## src/rtl/imem_loader_if.sv

```systemverilog
// Byte-stream / instruction-memory bus bundle for imem_loader.
// slave  : the loader side (consumes bytes, drives the memory write port)
// master : the host/memory side (supplies bytes, observes the write port)
interface imem_loader_if #(
  parameter int ADDR_W = 5
);
  logic              in_valid;
  logic [7:0]        in_data;
  logic              in_ready;
  logic [ADDR_W-1:0] mem_a;
  logic [31:0]       mem_d;
  logic              mem_we;

  modport slave (
    input  in_valid, in_data,
    output in_ready, mem_a, mem_d, mem_we
  );

  modport master (
    output in_valid, in_data,
    input  in_ready, mem_a, mem_d, mem_we
  );
endinterface

```

## src/rtl/imem_loader.sv

```systemverilog
// imem_loader: byte-stream program loader for the MIPS instruction memory.
// Stream: length byte N (0 means DEPTH words), then 4*N bytes MSB-first per
// word, optionally followed by an XOR checksum byte.
// Optional feature macro: LOADER_CHECKSUM_EN (adds CHK state, XOR accumulator
// and the sticky err flag; without it err is tied low).
// rst_n is synchronous and active-high despite its name.
module imem_loader #(
  parameter int ADDR_W = 5,
  parameter int DEPTH  = 32
) (
  input  logic         clk,
  input  logic         rst_n,
  input  logic         start,
  imem_loader_if.slave bus,
  output logic         cpu_hold,
  output logic         busy,
  output logic         done,
  output logic         err
);

  localparam logic [2:0] S_IDLE  = 3'd0;
  localparam logic [2:0] S_LEN   = 3'd1;
  localparam logic [2:0] S_DATA  = 3'd2;
  localparam logic [2:0] S_WRITE = 3'd3;
  localparam logic [2:0] S_CHK   = 3'd4;
  localparam logic [2:0] S_DONE  = 3'd5;

  // A length byte of zero stands for a full memory image.
  localparam logic [8:0] DEPTH_CNT = 9'(DEPTH);

`ifdef LOADER_CHECKSUM_EN
  localparam logic [2:0] S_AFTER_LAST = S_CHK;
`else
  localparam logic [2:0] S_AFTER_LAST = S_DONE;
`endif

  logic [2:0]        r_state;
  logic [ADDR_W-1:0] r_addr;
  logic [31:0]       r_word;
  logic [1:0]        r_idx;
  logic [8:0]        r_remaining;

  logic w_ready;
  logic w_accept;
  logic w_last_word;

  // Ready depends on state only, so there is no valid->ready path.
  assign w_ready     = (r_state == S_LEN) || (r_state == S_DATA) || (r_state == S_CHK);
  assign w_accept    = bus.in_valid && w_ready;
  assign w_last_word = (r_remaining == 9'd1);

  assign bus.in_ready = w_ready;
  assign bus.mem_a    = r_addr;
  assign bus.mem_d    = r_word;
  assign bus.mem_we   = (r_state == S_WRITE);
  assign busy         = (r_state != S_IDLE);
  assign cpu_hold     = (r_state != S_IDLE);
  assign done         = (r_state == S_DONE);

  // Main loader FSM: length capture, word assembly, one-cycle write strobe.
  always_ff @(posedge clk) begin
    if (rst_n) begin
      r_state     <= S_IDLE;
      r_addr      <= '0;
      r_word      <= '0;
      r_idx       <= '0;
      r_remaining <= '0;
    end else begin
      case (r_state)
        S_IDLE: begin
          if (start) begin
            r_state     <= S_LEN;
            r_addr      <= '0;
            r_idx       <= '0;
            r_remaining <= '0;
          end
        end
        S_LEN: begin
          if (w_accept) begin
            r_remaining <= (bus.in_data == 8'd0) ? DEPTH_CNT : {1'b0, bus.in_data};
            r_state     <= S_DATA;
          end
        end
        S_DATA: begin
          if (w_accept) begin
            r_word <= {r_word[23:0], bus.in_data};
            r_idx  <= r_idx + 2'd1;
            if (r_idx == 2'd3) begin
              r_state <= S_WRITE;
            end
          end
        end
        S_WRITE: begin
          // Address wraps naturally, so an oversize image overwrites from 0.
          r_addr      <= r_addr + 1'b1;
          r_remaining <= r_remaining - 9'd1;
          r_state     <= w_last_word ? S_AFTER_LAST : S_DATA;
        end
`ifdef LOADER_CHECKSUM_EN
        S_CHK: begin
          if (w_accept) begin
            r_state <= S_DONE;
          end
        end
`endif
        S_DONE: begin
          r_state <= S_IDLE;
        end
        default: begin
          r_state <= S_IDLE;
        end
      endcase
    end
  end

`ifdef LOADER_CHECKSUM_EN
  logic [7:0] r_xor;
  logic       r_err;

  // Running XOR of data bytes; err is sticky until the next start.
  always_ff @(posedge clk) begin
    if (rst_n) begin
      r_xor <= '0;
      r_err <= 1'b0;
    end else if (r_state == S_IDLE && start) begin
      r_xor <= '0;
      r_err <= 1'b0;
    end else if (r_state == S_DATA && w_accept) begin
      r_xor <= r_xor ^ bus.in_data;
    end else if (r_state == S_CHK && w_accept && (bus.in_data != r_xor)) begin
      r_err <= 1'b1;
    end
  end

  assign err = r_err;
`else
  assign err = 1'b0;
`endif

endmodule

```

## src/flat_wrapper.sv

```systemverilog
// flat-port wrapper written by rule: the top's interface ports become plain ports
module imem_loader_flat 
#(
  parameter int ADDR_W = 5,
  parameter int DEPTH  = 32
)
  (clk, rst_n, start, cpu_hold, busy, done, err, bus_in_valid, bus_in_data, bus_in_ready, bus_mem_a, bus_mem_d, bus_mem_we);
  imem_loader_if #(.ADDR_W(ADDR_W)) bus_i ();
  input  logic clk;
  input  logic rst_n;
  input  logic start;
  output logic cpu_hold;
  output logic busy;
  output logic done;
  output logic err;
  input wire logic [$bits(bus_i.in_valid)-1:0] bus_in_valid;
  input wire logic [$bits(bus_i.in_data)-1:0] bus_in_data;
  output wire logic [$bits(bus_i.in_ready)-1:0] bus_in_ready;
  output wire logic [$bits(bus_i.mem_a)-1:0] bus_mem_a;
  output wire logic [$bits(bus_i.mem_d)-1:0] bus_mem_d;
  output wire logic [$bits(bus_i.mem_we)-1:0] bus_mem_we;
  assign bus_i.in_valid = bus_in_valid;
  assign bus_i.in_data = bus_in_data;
  assign bus_in_ready = bus_i.in_ready;
  assign bus_mem_a = bus_i.mem_a;
  assign bus_mem_d = bus_i.mem_d;
  assign bus_mem_we = bus_i.mem_we;
  imem_loader #(.ADDR_W(ADDR_W), .DEPTH(DEPTH)) u_core (.clk(clk), .rst_n(rst_n), .start(start), .bus(bus_i), .cpu_hold(cpu_hold), .busy(busy), .done(done), .err(err));
endmodule
```

## config.mk

```make
export PLATFORM = sky130hd
export DESIGN_NAME = imem_loader_flat
export DESIGN_NICKNAME = d
export VERILOG_FILES = /design/src/rtl/imem_loader_if.sv /design/src/rtl/imem_loader.sv /design/src/flat_wrapper.sv
export SDC_FILE = /design/constraint.sdc
export NUM_CORES = 1
export LEC_CHECK = 0
export CAP_MARGIN = 0
export CELL_PAD_IN_SITES_DETAIL_PLACEMENT = 1
export CELL_PAD_IN_SITES_GLOBAL_PLACEMENT = 1
export CORE_UTILIZATION = 39
export CTS_CLUSTER_SIZE = 10
export DETAILED_ROUTE_END_ITERATION = 16
export GPL_ROUTABILITY_DRIVEN = 0
export PLACE_DENSITY_LB_ADDON = 0.2
export SLEW_MARGIN = 30
export SYNTH_ARGS = -nofsm -noshare
export SYNTH_HDL_FRONTEND = slang
export SYNTH_SLANG_ARGS = --single-unit
```

## constraint.sdc

```tcl
create_clock -name clk -period 3 [get_ports clk]
set_clock_uncertainty 0.2 [all_clocks]
set_input_delay 0.3 -clock clk [delete_from_list [all_inputs] [get_ports clk]]
set_output_delay 0.3 -clock clk [all_outputs]
set_load 0.03 [all_outputs]
```

## Word level (Yosys, flattened, before mapping)

Cells that the tools add are included.

| cells by class | value |
|---|---|
| reductions and logical operators | 14 |
| muxes and demuxes | 15 |
| eq/ne operators | 11 |
| add/sub/neg operators | 3 |

Operators by type and width:

| operator | count |
|---|---|
| 9-bit case mux with 3 select lines | 1 |
| 9-bit 2-to-1 mux | 2 |
| 3-bit 2-to-1 mux | 5 |
| 3-bit case mux with 4 select lines | 1 |
| 5-bit case mux with 2 select lines | 1 |
| 9-bit by 1-bit == test with 1-bit output (second input constant) | 1 |
| 9-bit by 1-bit subtractor with 9-bit output (second input constant) | 1 |
| 8-bit logical NOT | 1 |
| 8-bit 2-to-1 mux | 1 |
| 3-bit by 2-bit == test with 1-bit output (second input constant) | 2 |
| 3-bit == test (second input constant) | 2 |
| 3-bit AND reduction | 2 |
| 3-bit nonzero test | 2 |
| 5-bit by 1-bit adder with 5-bit output (second input constant) | 1 |
| 5-bit 2-to-1 mux | 1 |
| 2-bit 2-to-1 mux | 2 |
| 2-bit by 1-bit inequality test with 1-bit output (second input constant) | 2 |
| 2-bit inequality test (second input constant) | 2 |
| 2-bit case mux with 2 select lines | 1 |
| 2-bit AND reduction | 2 |
| 4-bit AND reduction | 1 |
| 2-bit nonzero test | 2 |
| 3-bit by 1-bit == test with 1-bit output (second input constant) | 1 |
| 3-bit logical NOT | 1 |
| 4 further kinds | 5 |

| word-level totals | value |
|---|---|
| input bits | 12 |
| register bits after elaboration | 51 |
| word-level logic and storage cells | 48 |

## Depth between registers and ports, before layout

Gate-level depths: netlist of run 1.

| logic depth | value |
|---|---|
| word-level depth | 6 |
| depth in mapped cells | 7 |
| gate-level depth less buffers | 6 |

## Least setup slack after synthesis of run 1

OpenSTA, ideal clock, no wires.

| timing | value |
|---|---|
| kind | reg2out |
| start | register u_core.r_state[1] |
| end | output bus_in_ready |
| path buffers | 2 |
| arrival | 1.325 ns |
| path slack | 1.175 ns |
| cell stages (with the launch flop) | 5 |
| cell sequence | dfxtp_1 > buf_6 > buf_6 > xnor2_1 > o21ai_0 |

| between the ends | value |
|---|---|
| word-level cells in the longest chain between the ends | 3 |
| elaborated cells on any way between the ends | 5 |
| those cells by class | 3 x eq/ne; 2 x reduce/logical |

Ends and longest elaborated chain:

| element | RTL line | RTL |
|---|---|---|
| start: declaration | imem_loader.sv:37 | `logic [2:0] r_state;` |
| start signal: assignment | imem_loader.sv:97 | `r_state <= w_last_word ? S_AFTER_LAST : S_DATA;` |
| 3-bit by 1-bit == test with 1-bit output or 3-bit by 2-bit == test with 1-bit output (tied branches) | imem_loader.sv:48 | `assign w_ready = (r_state == S_LEN) \|\| (r_state == S_DATA) \|\| (r_state == S_CHK);` |
| 1-bit logical OR | imem_loader.sv:48 |  |
| 1-bit logical OR (*) | imem_loader.sv:48 |  |
| end: declaration | flat_wrapper.sv:18 | `output wire logic [$bits(bus_i.in_ready)-1:0] bus_in_ready;` |

Mark *: on every way between the ends. The rest lies on a longest branch, timed or not.

## Worst setup path in the final report of run 1

| timing | value |
|---|---|
| start | register u_core.r_state[0] |
| end | output bus_mem_we |

| between the ends | value |
|---|---|
| word-level cells in the longest chain between the ends | 1 |

Ends and longest elaborated chain:

| element | RTL line | RTL |
|---|---|---|
| 3-bit by 2-bit == test with 1-bit output | imem_loader.sv:55 | `assign bus.mem_we = (r_state == S_WRITE);` |
| end: declaration | flat_wrapper.sv:21 | `output wire logic [$bits(bus_i.mem_we)-1:0] bus_mem_we;` |

No other way between the ends.

==> results of run 1 <==
layout make-up:
type | count | area (um2) | area share [%]
multi-input cells | 208 | 1150 | 39.0
clock buffers | 5 | 68.8 | 2.32
repair buffers | 59 | 571 | 19.3
inverters | 5 | 18.8 | 0.634
well taps | 72 | 90.1 | 3.04
flip-flops and latches | 51 | 1020 | 34.5
clock inverters | 2 | 37.5 | 1.27
report_power, final:
part	internal (mW)	total [mW]	leakage (nW)	switching, mW
sequential	0.693	0.722	0.412	0.0287
combinational	0.115	0.284	0.540	0.169
clock	0.244	0.472	0.0502	0.228
total	1.05	1.48	1.00	0.425
flip-flops by register name (all words and copies together), names as in the netlist:
name and flops:
u_core.bus.mem_d 32, u_core.r_idx 2, u_core.r_remaining 9, u_core.r_state 3
u_core.bus.mem_a 5
synth_stat cells (all sizes together), types with 4 or more instances:
cell / instances
a21oi: 43
nor4: 6
ha: 4
inv: 5
nand2: 68
a211oi: 8
clkbuf: 14
nor2: 22
o21ai: 10
buf: 9
dfxtp: 51
layer usage:
metal	wire length (um)	track usage, %	vias up
met1	2710	24.8	1007
li1	-	-	1078
met2	2780	32.7	38
met5	0	0	-
met3	250	5.75	4
met4	47	5.45	0
worst register-to-register path, cell delays in order (launching register included):
cell and delay (ps):
dfxtp_1 660, nor3b_2 670, o2bb2ai_1 190, a21oi_1 80, nor4_1 220
metrics by stage:
| stage | hold WS, ps | utilization (%) | setup WS [ps] | cell area (um2) |
|---|---|---|---|---|
| 2_1_floorplan | 236 | - | 1180 | 2320 |
| 3_3_place_gp | 242 | 50.9 | 821 | 2850 |
| 3_5_place_dp | 250 | 50.9 | 764 | 2850 |
| 4_1_cts | 265 | 52.8 | 508 | 2960 |
| 5_1_grt | 276 | 52.8 | 377 | 2960 |
| 6_report | 259 | 52.8 | 504 | 2960 |
cells by family (layout without fill, tap and decap cells):
group                      count (synthesis)  count (layout)
and+or+nand+nor                          122             122
adders and majority gates                  4               4
buffers and inverters                     28              71
DFF                                       51              51
other                                      1               1
AOI/OAI and AO/OA                         79              79
xor gates and xnor gates                   2               2
how the worst min path moves through the flow:
stage | end | slack [ps] | startpoint | cells past startpoint
4_1_cts | u_core.bus.mem_d[26]$_SDFFE_PP0P_ | 260 | u_core.bus.mem_d[26]$_SDFFE_PP0P_ | 2
3_5_place_dp | u_core.bus.mem_d[24]$_SDFFE_PP0P_ | 250 | u_core.bus.mem_d[24]$_SDFFE_PP0P_ | 2
2_1_floorplan | u_core.bus.mem_d[0]$_SDFFE_PP0P_ | 240 | bus_in_data[0] | 2
6_report | u_core.bus.mem_d[30]$_SDFFE_PP0P_ | 260 | u_core.bus.mem_d[30]$_SDFFE_PP0P_ | 2
5_1_grt | u_core.bus.mem_d[26]$_SDFFE_PP0P_ | 280 | u_core.bus.mem_d[26]$_SDFFE_PP0P_ | 2
3_3_place_gp | u_core.bus.mem_d[30]$_SDFFE_PP0P_ | 240 | u_core.bus.mem_d[30]$_SDFFE_PP0P_ | 2
==> flow_summary.html, run 1 <==
<table>
<tr><th>Metric</th><th>Value</th></tr>
<tr><th colspan="2">Outcome</th></tr>
<tr><td>Result of the run</td><td>finished clean</td></tr>
<tr><th colspan="2">Timing</th></tr>
<tr><td>Setup repair after global routing missed its margin</td><td>false</td></tr>
<tr><td>Remaining max-slew budget at the tightest pin</td><td>between 50% and 60%</td></tr>
<tr><td>Transition time at the pin with the least slew margin</td><td>about 730 ps</td></tr>
<tr><td>Number of endpoints failing setup at the final stage</td><td>0</td></tr>
<tr><td>Max Clk Rate</td><td>~0.4 GHz</td></tr>
<tr><td>Count of final hold-check violations</td><td>0</td></tr>
<tr><td>Final slew viol count</td><td>0</td></tr>
<tr><td>Shortest clock period the worst path allows after layout</td><td>between 2000 and 2500 ps</td></tr>
<tr><td>Total negative slack</td><td>0 ps</td></tr>
<tr><td>Final critical-path share of the clock period</td><td>a little over four fifths</td></tr>
<tr><th colspan="2">Clocking</th></tr>
<tr><td>Number of buffers inserted by post-CTS setup repair</td><td>0</td></tr>
<tr><td>Htree depth</td><td>2</td></tr>
<tr><td>Clock Root Buffer</td><td>clkbuf_8</td></tr>
<tr><td>Number of buffers created by CTS</td><td>5</td></tr>
<tr><td>Resized cells post-CTS</td><td>0</td></tr>
<tr><td>Clock tree from TritonCTS</td><td>built</td></tr>
<tr><td>Latest clock arrival within the worst-skew pair</td><td>between 300 and 400 ps</td></tr>
<tr><td>Clock Tree Buf Depth</td><td>2</td></tr>
<tr><td>Number of hold buffers added after cts</td><td>0</td></tr>
<tr><td>CTS clock-pin slew for the worst setup and hold paths</td><td>around 90 ps</td></tr>
<tr><td>Sinks on the clock net</td><td>51</td></tr>
<tr><th colspan="2">Synthesis</th></tr>
<tr><td>Post-synthesis instance area</td><td>2320 um2</td></tr>
<tr><td>Async set-reset flop share out of synthesis</td><td>0%</td></tr>
<tr><td>Top FF cell, synth</td><td>dfxtp_1</td></tr>
<tr><td>Fraction of synthesized area in multiplexers</td><td>0%</td></tr>
<tr><td>Post-Synth Adder-Cell Area</td><td>2.16%</td></tr>
<tr><td>Synth Area in Simple Gates</td><td>25.5%</td></tr>
<tr><td>Area share of the largest cell type after synthesis</td><td>between 40% and 50%</td></tr>
<tr><td>Dominant combinational cell family by area after synthesis</td><td>simple AND/OR/NAND/NOR gates</td></tr>
<tr><td>Number of distinct library cell variants in the gate-level netlist after synthesis</td><td>49</td></tr>
<tr><td>Post-synth EDFFs</td><td>0</td></tr>
<tr><td>Main area contributors after synthesis</td><td>dfxtp_1, nand2_1, a21oi_1</td></tr>
<tr><td>Yosys warning total</td><td>0</td></tr>
<tr><td>Most area-hungry cell type in the Yosys netlist</td><td>dfxtp_1</td></tr>
<tr><td>Post-synthesis compound-gate area fraction</td><td>around a fifth</td></tr>
<tr><td>Yosys reg bits</td><td>between 50 and 60</td></tr>
<tr><td>Part of the Yosys area used for sequential elements</td><td>~44%</td></tr>
<tr><td>Total nets after synthesis</td><td>around 300</td></tr>
<tr><td>Synthesized instance count</td><td>287</td></tr>
<tr><td>Post-synthesis average cell area</td><td>8.08 um2</td></tr>
<tr><td>Post-synthesis xor/xnor area fraction</td><td>less than 1%</td></tr>
<tr><th colspan="2">Finish</th></tr>
<tr><td>Total inserted antenna cells</td><td>0</td></tr>
<tr><td>Growth of design area from synthesis to finish</td><td>27.7%</td></tr>
<tr><td>Non-filler cells, final</td><td>~400</td></tr>
<tr><td>Number of fill cells in the layout</td><td>between 700 and 800</td></tr>
<tr><td>Top library cells by usage in the layout, fill and taps aside</td><td>nand2_1, clkdlybuf4s50_1, dfxtp_1</td></tr>
<tr><td>Commonest non-fill, non-tap cell in the layout</td><td>nand2_1</td></tr>
<tr><td>Layout cells sized above 1</td><td>~6.7%</td></tr>
<tr><td>Fin nets</td><td>approximately 350</td></tr>
<tr><th colspan="2">Critical path</th></tr>
<tr><td>Worst setup slack for register-to-register paths</td><td>900 ps</td></tr>
<tr><td>Buffers and inverters on the worst path</td><td>2</td></tr>
<tr><td>Ordered cell list for the critical path</td><td>nand3b_1, inv_1, clkdlybuf4s50_1</td></tr>
<tr><td>Critical path class</td><td>flip-flop to primary output</td></tr>
<tr><td>Startpoint kind of the worst setup timing path</td><td>flip-flop</td></tr>
<tr><td>Critical register-to-register path startpoint</td><td>u_core.r_state[0]$_SDFFE_PP0P_</td></tr>
<tr><td>Critical path data arrival time</td><td>2000 ps</td></tr>
<tr><td>Number of stages on the worst setup path</td><td>3</td></tr>
<tr><td>Worst path top cell family by delay</td><td>buffers and inverters</td></tr>
<tr><td>Slowest-stage cell, CP</td><td>clkdlybuf4s50_1</td></tr>
<tr><td>Worst Path Required</td><td>2500 ps</td></tr>
<tr><td>Worst-path maximum fanout</td><td>16</td></tr>
<tr><td>Capturing point of the worst reg2reg path</td><td>u_core.r_remaining[3]$_SDFFE_PP0P_</td></tr>
<tr><td>Number of cells on the worst reg-to-reg path</td><td>4</td></tr>
<tr><td>Critical path capture point type</td><td>primary output</td></tr>
<tr><td>CP endpoint</td><td>bus_mem_we</td></tr>
<tr><td>Critical Path Source</td><td>u_core.r_state[0]$_SDFFE_PP0P_</td></tr>
<tr><td>Delay of the slowest critical-path stage</td><td>roughly 670 ps</td></tr>
<tr><th colspan="2">Floorplan</th></tr>
<tr><td>Cell row count</td><td>27</td></tr>
<tr><td>Die width</td><td>about 79 um</td></tr>
<tr><td>Core Area</td><td>between 5000 and 6000 um2</td></tr>
<tr><td>Floorplan die area</td><td>between 6000 and 7000 um2</td></tr>
<tr><td>Ports placed on the boundary</td><td>55</td></tr>
<tr><td>Initial Utilization</td><td>41.3%</td></tr>
<tr><td>Die extent in y</td><td>between 70 and 80 um</td></tr>
<tr><th colspan="2">Placed design</th></tr>
<tr><td>Count of buffers from port buffering</td><td>53</td></tr>
<tr><td>Detailed-placement wirelength estimate</td><td>~4000 um</td></tr>
<tr><td>Total instance count after detailed placement</td><td>395</td></tr>
<tr><th colspan="2">Power</th></tr>
<tr><td>Peak VDD IR</td><td>about 0.00023 V</td></tr>
<tr><td>Total power divided by cell area</td><td>499 nW/um2</td></tr>
<tr><td>Overall Power</td><td>around 1.5 mW</td></tr>
<tr><td>Static leakage power</td><td>around 1.0 nW</td></tr>
<tr><th colspan="2">Route</th></tr>
<tr><td>Avg WL per Cell</td><td>about 14 um</td></tr>
<tr><td>Initial DRC Count</td><td>approximately 110</td></tr>
<tr><td>Overall routed net length</td><td>just under 6000 um</td></tr>
<tr><td>Number of nets with antenna violations after detailed routing</td><td>0</td></tr>
<tr><td>Detailed-router iteration count before antenna repair</td><td>4</td></tr>
<tr><td>Via Count</td><td>approximately 2.1k</td></tr>
<tr><td>Avg Vias per Cell</td><td>5.29</td></tr>
<tr><td>Post-route DRC violation count</td><td>0</td></tr>
<tr><th colspan="2">Global routing</th></tr>
<tr><td>Maximum number of pins on one net before global-route repair</td><td>35</td></tr>
<tr><td>First-pass GRT wire length</td><td>about 9500 um</td></tr>
<tr><td>Number of global-route vias before repair</td><td>approximately 2.0k</td></tr>
<tr><td>Total global-route track usage</td><td>19.7%</td></tr>
<tr><td>Antenna violations before repair</td><td>0</td></tr>
<tr><td>GRT Residual Overflow</td><td>0</td></tr>
<tr><th colspan="2">Worst hold path</th></tr>
<tr><td>Path class of the lowest-slack min-delay path</td><td>flip-flop to flip-flop</td></tr>
<tr><th colspan="2">Flow run</th></tr>
<tr><td>Max-cap violations</td><td>0</td></tr>
</table>
Power figures use the tool's default switching activity.
==> inputs of run 2 (changes only) <==
- CORE_UTILIZATION: 39 -> 36
- clock period: 3 -> 2.54 ns (I/O delays scaled with it)
==> run 2 against run 1 <==
Sequential share of layout area hardly changed. Via count is 1.3% higher. Largest power group unchanged. Worst hold slack worse by 0.66 ps. Critical path depth stayed put.
==> flow_summary.html, run 2 (synthesis results as in run 1) <==
<table>
<tr><th>Metric</th><th>Value</th></tr>
<tr><th colspan="2">Floorplan</th></tr>
<tr><td>Die extent in y</td><td>82.3 um (was 79.1 um)</td></tr>
<tr><td>Ports placed on the boundary</td><td>55 (unchanged)</td></tr>
<tr><td>Cell row count</td><td>28 (was 27)</td></tr>
<tr><td>Core Area</td><td>6060 um2 (was 5610 um2)</td></tr>
<tr><td>Initial Utilization</td><td>38.3% (was 41.3%)</td></tr>
<tr><td>Die width</td><td>82.3 um (was 79.1 um)</td></tr>
<tr><td>Floorplan die area</td><td>6770 um2 (was 6260 um2)</td></tr>
<tr><th colspan="2">Critical path</th></tr>
<tr><td>Slowest-stage cell, CP</td><td>clkdlybuf4s50_1 (unchanged)</td></tr>
<tr><td>Critical path class</td><td>flip-flop to primary output (unchanged)</td></tr>
<tr><td>Critical path data arrival time</td><td>1930 ps (was 2000 ps)</td></tr>
<tr><td>Ordered cell list for the critical path</td><td>xnor2_1, o21ai_0, clkdlybuf4s50_1 (was nand3b_1, inv_1, clkdlybuf4s50_1)</td></tr>
<tr><td>Startpoint kind of the worst setup timing path</td><td>flip-flop (unchanged)</td></tr>
<tr><td>Critical path capture point type</td><td>primary output (unchanged)</td></tr>
<tr><td>Delay of the slowest critical-path stage</td><td>690 ps (was 670 ps)</td></tr>
<tr><td>Worst-path maximum fanout</td><td>17 (was 16)</td></tr>
<tr><td>Worst Path Required</td><td>2090 ps (was 2500 ps)</td></tr>
<tr><th colspan="2">Timing</th></tr>
<tr><td>Final slew viol count</td><td>0 (unchanged)</td></tr>
<tr><td>Max Clk Rate</td><td>~0.42 GHz</td></tr>
<tr><td>Shortest clock period the worst path allows after layout</td><td>around 2400 ps</td></tr>
<tr><td>Number of endpoints failing setup at the final stage</td><td>0 (unchanged)</td></tr>
<tr><td>Remaining max-slew budget at the tightest pin</td><td>44.9% (was 50.4%)</td></tr>
<tr><td>Transition time at the pin with the least slew margin</td><td>827 ps (was 734 ps)</td></tr>
<tr><td>Total negative slack</td><td>0 ps (unchanged)</td></tr>
<tr><td>Setup repair after global routing missed its margin</td><td>false (unchanged)</td></tr>
<tr><td>Final Hold Slack</td><td>258 ps (was 259 ps)</td></tr>
<tr><td>Count of final hold-check violations</td><td>0 (unchanged)</td></tr>
<tr><td>Final critical-path share of the clock period</td><td>94.0%</td></tr>
<tr><th colspan="2">Power</th></tr>
<tr><td>Total power divided by cell area</td><td>592 nW/um2 (was 499 nW/um2)</td></tr>
<tr><td>Static leakage power</td><td>1.00 nW (about the same)</td></tr>
<tr><td>Overall Power</td><td>1.75 mW (was 1.48 mW)</td></tr>
<tr><td>Peak VDD IR</td><td>0.000261 V (was 0.000229 V)</td></tr>
<tr><th colspan="2">Global routing</th></tr>
<tr><td>First-pass GRT wire length</td><td>9850 um (was 9500 um)</td></tr>
<tr><td>GRT Residual Overflow</td><td>0 (unchanged)</td></tr>
<tr><td>Number of global-route vias before repair</td><td>2,070 (was 1,982)</td></tr>
<tr><td>Maximum number of pins on one net before global-route repair</td><td>44 (was 35)</td></tr>
<tr><td>Total global-route track usage</td><td>19.1% (was 19.7%)</td></tr>
<tr><td>Antenna violations before repair</td><td>0 (unchanged)</td></tr>
<tr><th colspan="2">Finish</th></tr>
<tr><td>Number of fill cells in the layout</td><td>746 (was 703)</td></tr>
<tr><td>Max FFs per register</td><td>32 (unchanged)</td></tr>
<tr><td>Commonest non-fill, non-tap cell in the layout</td><td>nand2_1 (unchanged)</td></tr>
<tr><td>Layout cells sized above 1</td><td>6.97% (was 6.67%)</td></tr>
<tr><td>Growth of design area from synthesis to finish</td><td>27.7% (about the same)</td></tr>
<tr><td>Fin nets</td><td>346 (unchanged)</td></tr>
<tr><td>Top library cells by usage in the layout, fill and taps aside</td><td>nand2_1, clkdlybuf4s50_1, dfxtp_1 (unchanged)</td></tr>
<tr><td>Total inserted antenna cells</td><td>0 (unchanged)</td></tr>
<tr><th colspan="2">Route</th></tr>
<tr><td>Avg Vias per Cell</td><td>5.32 (was 5.29)</td></tr>
<tr><td>Detailed-router iteration count before antenna repair</td><td>4 (unchanged)</td></tr>
<tr><td>Via Count</td><td>2,155 (was 2,127)</td></tr>
<tr><td>Initial DRC Count</td><td>111 (was 105)</td></tr>
<tr><td>Number of nets with antenna violations after detailed routing</td><td>0 (unchanged)</td></tr>
<tr><td>Avg WL per Cell</td><td>14.9 um (was 14.4 um)</td></tr>
<tr><td>Overall routed net length</td><td>6030 um (was 5790 um)</td></tr>
<tr><td>Post-route DRC violation count</td><td>0 (unchanged)</td></tr>
<tr><th colspan="2">Placed design</th></tr>
<tr><td>Count of buffers from port buffering</td><td>53 (unchanged)</td></tr>
<tr><td>Detailed-placement wirelength estimate</td><td>4100 um (was 3990 um)</td></tr>
<tr><th colspan="2">Clocking</th></tr>
<tr><td>Clock tree from TritonCTS</td><td>built (unchanged)</td></tr>
<tr><td>Clock Tree Buf Depth</td><td>2 (unchanged)</td></tr>
<tr><td>Resized cells post-CTS</td><td>0 (unchanged)</td></tr>
<tr><td>Sinks on the clock net</td><td>51 (unchanged)</td></tr>
<tr><td>Latest clock arrival within the worst-skew pair</td><td>300 ps (was 310 ps)</td></tr>
<tr><td>CTS clock-pin slew for the worst setup and hold paths</td><td>100 ps (was 90 ps)</td></tr>
<tr><td>Clock Root Buffer</td><td>clkbuf_8 (unchanged)</td></tr>
<tr><td>Number of buffers inserted by post-CTS setup repair</td><td>0 (unchanged)</td></tr>
<tr><td>Number of hold buffers added after cts</td><td>0 (unchanged)</td></tr>
<tr><td>Number of buffers created by CTS</td><td>5 (unchanged)</td></tr>
<tr><td>Htree depth</td><td>2 (unchanged)</td></tr>
<tr><th colspan="2">Outcome</th></tr>
<tr><td>Result of the run</td><td>finished clean (unchanged)</td></tr>
<tr><th colspan="2">Flow run</th></tr>
<tr><td>Max-cap violations</td><td>0 (unchanged)</td></tr>
<tr><th colspan="2">Worst hold path</th></tr>
<tr><td>Path class of the lowest-slack min-delay path</td><td>flip-flop to flip-flop (unchanged)</td></tr>
</table>
run 2: per-stage QoR:
| step | instance area, um2 | setup slack (ps) | instances | utilization [%] |
|---|---|---|---|---|
| after floorplan | 2320 | 729 | 287 | - |
| after global placement | 2860 | 388 | 398 | 47.1 |
| after detailed placement | 2860 | 347 | 398 | 47.1 |
| after CTS | 2960 | 136 | 405 | 48.9 |
| after global routing | 2960 | 12.5 | 405 | 48.9 |
| final | 2960 | 153 | 405 | 48.9 |
run 2: area by class of cell:
type | instances | area (um2) | area share, %
multi-input cells | 208 | 1150 | 39.0
flip-flops and latches | 51 | 1020 | 34.5
repair buffers | 59 | 568 | 19.2
well taps | 75 | 93.8 | 3.17
clock buffers | 5 | 68.8 | 2.32
clock inverters | 2 | 37.5 | 1.27
inverters | 5 | 18.8 | 0.634
run 2: report_power, final:
group / total [mW] / internal [mW] / switching (mW)
clock network: 0.559 / 0.288 / 0.271
registers: 0.853 / 0.819 / 0.0345
logic: 0.340 / 0.138 / 0.203
total: 1.75 / 1.24 / 0.508
run 2: final timing paths:
kind                                                        start                           endpoint  slack [ps]  depth (start not counted)
worst max-delay path               u_core.r_state[1]$_SDFFE_PP0P_                       bus_in_ready         150                          3
worst min-delay path            u_core.bus.mem_d[26]$_SDFFE_PP0P_  u_core.bus.mem_d[26]$_SDFFE_PP0P_         260                          2
worst max register to register     u_core.r_state[1]$_SDFFE_PP0P_   u_core.bus.mem_a[2]$_SDFFE_PP0P_         420                          5
worst min register to register  u_core.bus.mem_d[26]$_SDFFE_PP0P_  u_core.bus.mem_d[26]$_SDFFE_PP0P_         260                          2
run 2: critical path: cells and delay by family (launching register included):
| kind | cells | cell delay, ps |
|---|---|---|
| AOI/OAI and AO/OA | 1 | 160 |
| buffers and inverters | 1 | 690 |
| xor gates and xnor gates | 1 | 100 |
| DFF | 1 | 680 |
run 2: metal layers:
| layer | GRT usage [%] | share of wire [%] | vias up |
|---|---|---|---|
| met5 | 0 | 0 | - |
| met4 | 5.79 | 0.75 | 0 |
| met2 | 31.8 | 47 | 40 |
| met3 | 4.51 | 4.2 | 2 |
| met1 | 24.4 | 48 | 1036 |
| li1 | - | - | 1077 |
==> inputs of run 3 (changes only) <==
- CORE_ASPECT_RATIO: default -> 1.2
==> run 3 against run 2 <==
Combinational power barely moved. Clock power rose by 1%. Non-clock buffer count did not move.
==> flow_summary.html, run 3 (synthesis results as in run 1) <==
<table>
<tr><th>Metric</th><th>Value</th></tr>
<tr><th colspan="2">Outcome</th></tr>
<tr><td>Result of the run</td><td>finished clean (unchanged)</td></tr>
<tr><th colspan="2">Route</th></tr>
<tr><td>Number of nets with antenna violations after detailed routing</td><td>0 (unchanged)</td></tr>
<tr><td>Avg WL per Cell</td><td>14.7 um (was 14.9 um)</td></tr>
<tr><td>Detailed-router iteration count before antenna repair</td><td>4 (unchanged)</td></tr>
<tr><td>Via Count</td><td>2,129 (was 2,155)</td></tr>
<tr><td>Overall routed net length</td><td>6060 um (was 6030 um)</td></tr>
<tr><td>Post-route DRC violation count</td><td>0 (unchanged)</td></tr>
<tr><td>Initial DRC Count</td><td>112 (was 111)</td></tr>
<tr><td>Avg Vias per Cell</td><td>5.17 (was 5.32)</td></tr>
<tr><th colspan="2">Critical path</th></tr>
<tr><td>Critical register-to-register path startpoint</td><td>u_core.r_state[1]$_SDFFE_PP0P_ (unchanged)</td></tr>
<tr><td>Startpoint kind of the worst setup timing path</td><td>flip-flop (unchanged)</td></tr>
<tr><td>Worst setup slack for register-to-register paths</td><td>520 ps (was 420 ps)</td></tr>
<tr><td>Worst-path maximum fanout</td><td>17 (unchanged)</td></tr>
<tr><td>Capturing point of the worst reg2reg path</td><td>u_core.r_idx[1]$_SDFFE_PP0P_ (was u_core.bus.mem_a[2]$_SDFFE_PP0P_)</td></tr>
<tr><td>Delay of the slowest critical-path stage</td><td>690 ps (about the same)</td></tr>
<tr><td>Number of cells on the worst reg-to-reg path</td><td>4 (was 5)</td></tr>
<tr><td>Critical path class</td><td>flip-flop to primary output (unchanged)</td></tr>
<tr><td>Ordered cell list for the critical path</td><td>xnor2_1, o21ai_0, clkdlybuf4s50_1 (unchanged)</td></tr>
<tr><td>Worst Path Required</td><td>2090 ps (about the same)</td></tr>
<tr><td>Slowest-stage cell, CP</td><td>clkdlybuf4s50_1 (unchanged)</td></tr>
<tr><td>Buffers and inverters on the worst path</td><td>1 (unchanged)</td></tr>
<tr><td>Critical path data arrival time</td><td>1960 ps (was 1930 ps)</td></tr>
<tr><td>Worst path top cell family by delay</td><td>buffers and inverters (unchanged)</td></tr>
<tr><td>Critical path capture point type</td><td>primary output (unchanged)</td></tr>
<tr><th colspan="2">Floorplan</th></tr>
<tr><td>Cell row count</td><td>31 (was 28)</td></tr>
<tr><td>Ports placed on the boundary</td><td>55 (unchanged)</td></tr>
<tr><td>Core Area</td><td>6130 um2 (was 6060 um2)</td></tr>
<tr><td>Initial Utilization</td><td>37.8% (was 38.3%)</td></tr>
<tr><td>Die width</td><td>75.3 um (was 82.3 um)</td></tr>
<tr><td>Die extent in y</td><td>89.9 um (was 82.3 um)</td></tr>
<tr><td>Floorplan die area</td><td>6770 um2 (about the same)</td></tr>
<tr><th colspan="2">Timing</th></tr>
<tr><td>Final slew viol count</td><td>0 (unchanged)</td></tr>
<tr><td>Shortest clock period the worst path allows after layout</td><td>2420 ps (was 2390 ps)</td></tr>
<tr><td>Number of endpoints failing setup at the final stage</td><td>0 (unchanged)</td></tr>
<tr><td>Count of final hold-check violations</td><td>0 (unchanged)</td></tr>
<tr><td>Transition time at the pin with the least slew margin</td><td>619 ps (was 827 ps)</td></tr>
<tr><td>Final Hold Slack</td><td>98.2 ps (was 258 ps)</td></tr>
<tr><td>Final critical-path share of the clock period</td><td>95.2% (was 94.0%)</td></tr>
<tr><td>Total negative slack</td><td>0 ps (unchanged)</td></tr>
<tr><td>Remaining max-slew budget at the tightest pin</td><td>58.2% (was 44.9%)</td></tr>
<tr><td>Max Clk Rate</td><td>0.413 GHz (was 0.419 GHz)</td></tr>
<tr><td>Setup repair after global routing missed its margin</td><td>false (unchanged)</td></tr>
<tr><th colspan="2">Flow run</th></tr>
<tr><td>Max-cap violations</td><td>0 (unchanged)</td></tr>
<tr><th colspan="2">Worst hold path</th></tr>
<tr><td>Cell depth of the worst hold path</td><td>2 (unchanged)</td></tr>
<tr><td>Min-Delay Startpoint</td><td>rst_n (was u_core.bus.mem_d[26]$_SDFFE_PP0P_)</td></tr>
<tr><td>Hold path endpoint</td><td>u_core.bus.mem_a[0]$_SDFFE_PP0P_ (was u_core.bus.mem_d[26]$_SDFFE_PP0P_)</td></tr>
<tr><td>Path class of the lowest-slack min-delay path</td><td>input pin to flip-flop (was flip-flop to flip-flop)</td></tr>
<tr><th colspan="2">Clocking</th></tr>
<tr><td>Resized cells post-CTS</td><td>0 (unchanged)</td></tr>
<tr><td>Clock Tree Buf Depth</td><td>2 (unchanged)</td></tr>
<tr><td>Number of buffers created by CTS</td><td>5 (unchanged)</td></tr>
<tr><td>Clock Root Buffer</td><td>clkbuf_8 (unchanged)</td></tr>
<tr><td>Sinks on the clock net</td><td>51 (unchanged)</td></tr>
<tr><td>CTS clock-pin slew for the worst setup and hold paths</td><td>90 ps (was 100 ps)</td></tr>
<tr><td>Clock tree from TritonCTS</td><td>built (unchanged)</td></tr>
<tr><td>Latest clock arrival within the worst-skew pair</td><td>310 ps (was 300 ps)</td></tr>
<tr><td>Number of buffers inserted by post-CTS setup repair</td><td>0 (unchanged)</td></tr>
<tr><td>Htree depth</td><td>2 (unchanged)</td></tr>
<tr><td>Number of hold buffers added after cts</td><td>0 (unchanged)</td></tr>
<tr><th colspan="2">Finish</th></tr>
<tr><td>Util after Layout</td><td>48.5% (was 48.9%)</td></tr>
<tr><td>Fin nets</td><td>346 (unchanged)</td></tr>
<tr><td>Total inserted antenna cells</td><td>0 (unchanged)</td></tr>
<tr><td>Growth of design area from synthesis to finish</td><td>28.2% (was 27.7%)</td></tr>
<tr><td>Max FFs per register</td><td>32 (unchanged)</td></tr>
<tr><td>Commonest non-fill, non-tap cell in the layout</td><td>nand2_1 (unchanged)</td></tr>
<tr><td>Top library cells by usage in the layout, fill and taps aside</td><td>nand2_1, clkdlybuf4s50_1, dfxtp_1 (unchanged)</td></tr>
<tr><td>Layout cells sized above 1</td><td>7.27% (was 6.97%)</td></tr>
<tr><td>Number of fill cells in the layout</td><td>786 (was 746)</td></tr>
<tr><th colspan="2">Power</th></tr>
<tr><td>Combinational share of power</td><td>19.2% (was 19.4%)</td></tr>
<tr><td>Fraction of power spent switching nets</td><td>29.2% (was 29.0%)</td></tr>
<tr><td>Overall Power</td><td>1.76 mW (was 1.75 mW)</td></tr>
<tr><td>Switching power</td><td>514 uW (was 508 uW)</td></tr>
<tr><td>Total power divided by cell area</td><td>592 nW/um2 (about the same)</td></tr>
<tr><td>Static leakage power</td><td>1.00 nW (about the same)</td></tr>
<tr><td>Seq pwr share</td><td>48.6% (was 48.7%)</td></tr>
<tr><td>Clock network power share</td><td>32.2% (was 31.9%)</td></tr>
<tr><td>Power Internal</td><td>1.25 mW (was 1.24 mW)</td></tr>
<tr><td>Peak VDD IR</td><td>0.000303 V (was 0.000261 V)</td></tr>
<tr><th colspan="2">Global routing</th></tr>
<tr><td>GRT Residual Overflow</td><td>0 (unchanged)</td></tr>
<tr><td>Antenna violations before repair</td><td>0 (unchanged)</td></tr>
<tr><td>Maximum number of pins on one net before global-route repair</td><td>38 (was 44)</td></tr>
<tr><td>First-pass GRT wire length</td><td>10,200 um (was 9850 um)</td></tr>
<tr><td>Number of global-route vias before repair</td><td>2,084 (was 2,070)</td></tr>
<tr><td>Total global-route track usage</td><td>19.3% (was 19.1%)</td></tr>
<tr><th colspan="2">Placed design</th></tr>
<tr><td>Count of buffers from port buffering</td><td>53 (unchanged)</td></tr>
<tr><td>Detailed-placement wirelength estimate</td><td>4170 um (was 4100 um)</td></tr>
</table>
[run 3: power by group through the flow]
stage	clock network, mW	logic, mW	registers, mW
2_1_floorplan	0	0.243	0.861
3_3_place_gp	0	0.333	0.871
3_5_place_dp	0	0.340	0.873
4_1_cts	0.588	0.342	0.854
5_1_grt	0.614	0.372	0.860
6_report	0.567	0.339	0.855
[run 3: worst register-to-register path, cell delays in order (launching register included)]
cell      delay [ps]
dfxtp_1          680
nor4bb_4         430
buf_4            380
a22oi_1          150
nor2_1           120
[run 3: layer usage]
metal	vias up	track usage (%)	wire length (um)
met5	-	0	0
met4	0	5.86	88
met3	8	4.26	247
met2	41	31.1	2920
met1	1009	25.4	2800
li1	1071	-	-
[run 3: metrics by stage]
stage | setup WS, ps | instances | cell area, um2
after floorplan | 729 | 287 | 2320
after global placement | 411 | 405 | 2860
after detailed placement | 398 | 405 | 2860
after CTS | 71.1 | 412 | 2970
after global routing | 35.6 | 412 | 2970
final | 121 | 412 | 2970
[run 3: layout make-up]
type	instances	area [um2]	share of cell area [%]
clock inverter	2	37.5	1.26
tap	82	103	3.45
multi-input combinational	208	1150	38.8
sequential	51	1020	34.4
clock buffer	5	68.8	2.32
inverter	5	18.8	0.632
timing repair buffer	59	568	19.1
[run 3: worst max-delay path by stage]
stage	start	endpoint	cells past startpoint
floorplan	u_core.r_remaining[0]$_SDFFE_PP0P_	u_core.r_remaining[6]$_SDFFE_PP0P_	6
global placement	start	u_core.r_remaining[0]$_SDFFE_PP0P_	5
detailed placement	start	u_core.r_remaining[0]$_SDFFE_PP0P_	5
CTS	u_core.r_state[0]$_SDFFE_PP0P_	bus_in_ready	3
global route	u_core.r_state[1]$_SDFFE_PP0P_	bus_in_ready	3
finish	u_core.r_state[1]$_SDFFE_PP0P_	bus_in_ready	3
